`config.mk`:
```
export PLATFORM = sky130hd
export DESIGN_NAME = ct_pt_add_seq
export DESIGN_NICKNAME = d
export VERILOG_FILES = /design/src/rtl/ct_pt_add_seq.sv
export SDC_FILE = /design/constraint.sdc
export NUM_CORES = 1
export LEC_CHECK = 0
export ABC_AREA = 1
export CAP_MARGIN = 25
export CORE_MARGIN = 2
export CORE_UTILIZATION = 50
export CTS_BUF_LIST = sky130_fd_sc_hd__clkbuf_4 sky130_fd_sc_hd__clkbuf_8
export DETAILED_ROUTE_END_ITERATION = 7
export PLACE_DENSITY = 0.74
export SLEW_MARGIN = 20
export SYNTH_ARGS = -nofsm -noshare
export SYNTH_HDL_FRONTEND = slang
export SYNTH_SLANG_ARGS = --single-unit
```
`constraint.sdc`:
```
create_clock -name clk -period 17.4 [get_ports clk]
set_input_delay 4.35 -clock clk [delete_from_list [all_inputs] [get_ports clk]]
set_output_delay 4.35 -clock clk [all_outputs]
set_load 0.005 [all_outputs]
```
`src/rtl/ct_pt_add_seq.sv`:
```
// ct_pt_add_seq: slot-serial ciphertext-plaintext adder CT' = (A mod Q, (B + DELTA*gamma) mod Q)
// Ports: clk, rst (sync, active-high); in_valid/in_ready/in_ct/in_gamma input handshake;
// out_valid/out_ready/out_ct registered result handshake; busy = PROC or DONE.
// in_ct/out_ct are packed as [1]=B vector, [0]=A vector, each [N-1:0][W-1:0].
// Optional macro CT_PT_ADD_SEQ_STATS_EN adds op_count, a wrapping count of output handshakes.
`ifndef N_SLOTS
`define N_SLOTS 8
`endif
`ifndef W_BITS
`define W_BITS 16
`endif
`ifndef Q_MOD
`define Q_MOD 7710
`endif
`ifndef DELTA
`define DELTA 30
`endif
module ct_pt_add_seq #(
  parameter int unsigned N = `N_SLOTS,
  parameter int unsigned W = `W_BITS,
  parameter int unsigned Q = `Q_MOD,
  parameter int unsigned DELTA = `DELTA
) (
  input  logic                     clk,
  input  logic                     rst,
  input  logic                     in_valid,
  output logic                     in_ready,
  input  logic [1:0][N-1:0][W-1:0] in_ct,
  input  logic [N-1:0][W-1:0]      in_gamma,
  output logic                     out_valid,
  input  logic                     out_ready,
  output logic [1:0][N-1:0][W-1:0] out_ct,
  output logic                     busy
`ifdef CT_PT_ADD_SEQ_STATS_EN
  ,
  output logic [31:0]              op_count
`endif
);
  localparam int unsigned IW = N > 1 ? $clog2(N) : 1;
  typedef enum logic [1:0] {IDLE, PROC, DONE} state_t;
  state_t state, state_nx;
  logic [IW-1:0] idx;
  logic [1:0][N-1:0][W-1:0] ct_q;
  logic [N-1:0][W-1:0] gamma_q;
  logic [2*W-1:0] prod;
  logic [2*W:0] sum;
  logic [W-1:0] a_mod, b_mod;
  logic last, in_hs, out_hs;
  always_comb begin
    in_ready = state == IDLE && !rst;
    out_valid = state == DONE;
    busy = state == PROC || state == DONE;
    in_hs = in_valid && in_ready;
    out_hs = out_valid && out_ready;
    last = idx == IW'(N - 1);
    state_nx = state == IDLE ? (in_hs ? PROC : IDLE) :
               state == PROC ? (last ? DONE : PROC) :
               state == DONE ? (out_hs ? IDLE : DONE) : IDLE;
  end
  // Full-width product and sum so the reduction is exact for any W-bit operands.
  always_comb begin
    prod = (2*W)'(DELTA) * (2*W)'(gamma_q[idx]);
    sum = (2*W+1)'(ct_q[1][idx]) + (2*W+1)'(prod);
    a_mod = W'(ct_q[0][idx] % W'(Q));
    b_mod = W'(sum % (2*W+1)'(Q));
  end
  always_ff @(posedge clk) begin
    if (rst) state <= IDLE;
    else state <= state_nx;
  end
  always_ff @(posedge clk) begin
    if (in_hs) begin
      ct_q <= in_ct;
      gamma_q <= in_gamma;
    end
  end
  always_ff @(posedge clk) begin
    if (rst) begin
      idx <= '0;
      out_ct <= '0;
    end else if (in_hs) begin
      idx <= '0;
    end else if (state == PROC) begin
      out_ct[0][idx] <= a_mod;
      out_ct[1][idx] <= b_mod;
      idx <= last ? '0 : idx + IW'(1);
    end
  end
`ifdef CT_PT_ADD_SEQ_STATS_EN
  always_ff @(posedge clk) begin
    if (rst) op_count <= '0;
    else if (out_hs) op_count <= op_count + 32'd1;
  end
`endif
endmodule

```
==> results.md <==
* Syn Area/Cell at 8.57 um^2
* Post-synth ARST share at 0%
* Total length of routed met3 wires at 7340 um
* Die area at 0.0664 mm^2
* CP dominant cell by count: nand2_1
* Pre-antenna DRT Iters at 6
* Post-Syn Nets at 4219
* Max Slew Vio Count at 0
* Total of max-cap violations at 0
* H-tree depth at 3
* Library cells used by synthesis at 60
* Largest fanout on the critical path at 40
* Worst path max stage delay at 0.66 ns
* Yosys top cell area share at 35.9%
* Gates resized, CTS repair at 0
* Part of the cycle the worst path needs at 82.5%
* Metal-1 WL at 40400 um
* Largest family of logic cells by synthesized area: simple AND/OR/NAND/NOR gates
* Rows at 92
* Seq/Total Area, Yosys at 52.1%
* Post-synth EDFFs at 384
* Post-synthesis xor/xnor area fraction at 1.85%
* Post-Syn Area at 0.0322 mm^2
* Tmin final at 14.36 ns
* Post-route DRC at 0
* Crit path DAT at 14.97 ns
* Area contributors post-synth: edfxtp_1 36%, dfxtp_1 16%, nor2_1 8.5%, nand2_1 7.3%, inv_1 5.2%
* Core Region at 0.0633 mm^2
* Mux cell area share after synthesis at 0%
* Met2 routed wirelength at 48600 um
* Startpoint Class: flop
* Clock-pin slew on the worst setup and hold paths at 0.06 ns
* Setup TNS at 0 ns
* Slew HR at 21.1%
* Endpoints failing setup at 0
* Setup Skew at 0.0582 ns
* Maximum number of pins on one net before global-route repair at 148
* Clock Tree Root: clkbuf_8
* Number of global-route vias before repair at 26300
* RD Place Congestion at 0.892
* Clock sink total at 645
* Hold_buf cts at 0
* Mapped Cells at 3755
* Share of cells above drive strength 1 at 10.1%
* CTS tree: done
* Top routing layer used: met5
* Wire per inst at 18.9 um
* Area leader, netlist: edfxtp_1
* Simple-gate portion of the synthesized area at 25.4%
* Slew @ Worst Pin at 1.18 ns
* Post-CTS setup buffer count at 0
* WP data required at 18.01 ns
* First-pass GRT wire length at 152000 um
* Clk buf depth at 3
* Hold Vio Cnt, Final at 0
* Gr usage total at 29.7%
* Outcome: completed
* Fmax at 69.6 MHz
* Hold WC Path Type: flop to flop
* I/O Buffers at 646
* Seq cells post-synth at 645
* Post-DP HPWL at 75200 um
* Most frequent cells after synthesis: 730 x nor2_1, 623 x nand2_1, 448 x inv_1, 384 x edfxtp_1, 298 x o21ai_0
* GRT overflow at 0
* Top-Level Pins at 647
* Worst Setup End Kind: flop
* Starting density of the core at 50.8%
* Most frequent cell after synthesis: nor2_1
* Vias per cell at 5.19
* RSZ-0062 raised after global routing: false
* Warnings, synthesis at 0
* Vias at 27700
* Die Y at 258 um
* Post-Synth Adder-Cell Area at 3.66%
* WL final at 101000 um
* Nets at 4866
* Post-route ant nets at 0
* CTS Buf Count at 103
* Area delta synth->final at 29.2%
* Antenna violations before repair at 24
* DR iter-0 viols at 2313
* Crit path kind: flop to flop
* Crit path max-delay cell type: nor2_4
* Ys flop type: edfxtp_1
* Clock Latency Late Sink at 0.72 ns
* DIE WIDTH at 258 um
* Synth Area in Compound Gates at 9.20%
[registers in the layout, summed over array words and instances, names as in the netlist]
| register | cells |
|---|---|
| ct_q | 256 |
| gamma_q | 128 |
| out_ct | 256 |
| state | 2 |
| idx | 3 |
[logic make-up after synthesis]
group / Yosys count
flip-flops: 645
AO/OA/AOI/OAI: 511
AND/OR/NAND/NOR: 1827
adder cells (fa/ha/maj): 76
XOR/XNOR: 67
buffers and inverters: 629
[stage by stage]
| stage | hold WS (ns) | worst slack [ns] | instances | util (%) | cell area [um^2] |
|---|---|---|---|---|---|
| 2_1_floorplan | 0.435 | 4.54 | 3755 | - | 32200 |
| 3_3_place_gp | 0.428 | 3.29 | 5136 | 62.2 | 39400 |
| 3_5_place_dp | 0.427 | 3.19 | 5139 | 62.2 | 39400 |
| 4_1_cts | 0.438 | 3.17 | 5321 | 65.5 | 41500 |
| 5_1_grt | 0.463 | 1.57 | 5343 | 65.6 | 41500 |
| 6_report | 0.437 | 3.04 | 5346 | 65.6 | 41500 |
[area by class of cell]
cell class,instances,area [um^2]
repair buffers,685,6770
multi-input cells,2481,13000
fillers,5243,21800
diodes,21,52.6
inverters,486,1840
well taps,846,1060
clock inverters,34,259
flip-flops and latches,645,16800
clock buffers,148,1790
[layer usage]
metal,vias up,global-route usage [%]
met1,12800,37.5
met2,1172,49.5
met3,220,5.19
li1,13600,-
met5,-,0
met4,10,14.2
[cell usage in the layout (no fill, tap or decap), types with 21 or more instances in the layout]
master           instances
diode_2                 21
clkbuf_4                40
clkdlybuf4s50_1        645
o21ai_0                297
clkinv_1                26
xor2_1                  53
edfxtp_1               384
ha_1                    46
nand2_4                 32
dfxtp_1                260
clkbuf_8               109
o22ai_1                 22
fa_1                    30
inv_2                   29
nand2_2                 75
inv_1                  447
nand2_1                623
nand3_1                228
buf_4                   33
nor2_1                 718
nor2_2                  26
nor2_4                  22
a21oi_1                 80
[path summary, 6_finish.rpt]
kind	startpoint	to	slack, ns	cells after the start
setup / recovery	idx[0]	out_ct[201]	3.04	90
hold / removal	out_ct[14]	out_ct[14]	0.44	2
setup reg to reg	idx[0]	out_ct[201]	3.04	90
hold reg to reg	out_ct[14]	out_ct[14]	0.44	2
[critical path, delay by kind of cell, from the launching register on]
kind	cells	cell delay, ns
flip-flops	1	0.64
adder cells (fa/ha/maj)	4	1.70
XOR/XNOR	2	0.43
AO/OA/AOI/OAI	2	0.19
buffers and inverters	8	1.40
AND/OR/NAND/NOR	74	9.87
Power is left out: the tool's default activity adds up to more than one toggle a clock period on the data nets, which glitch-free logic cannot reach.
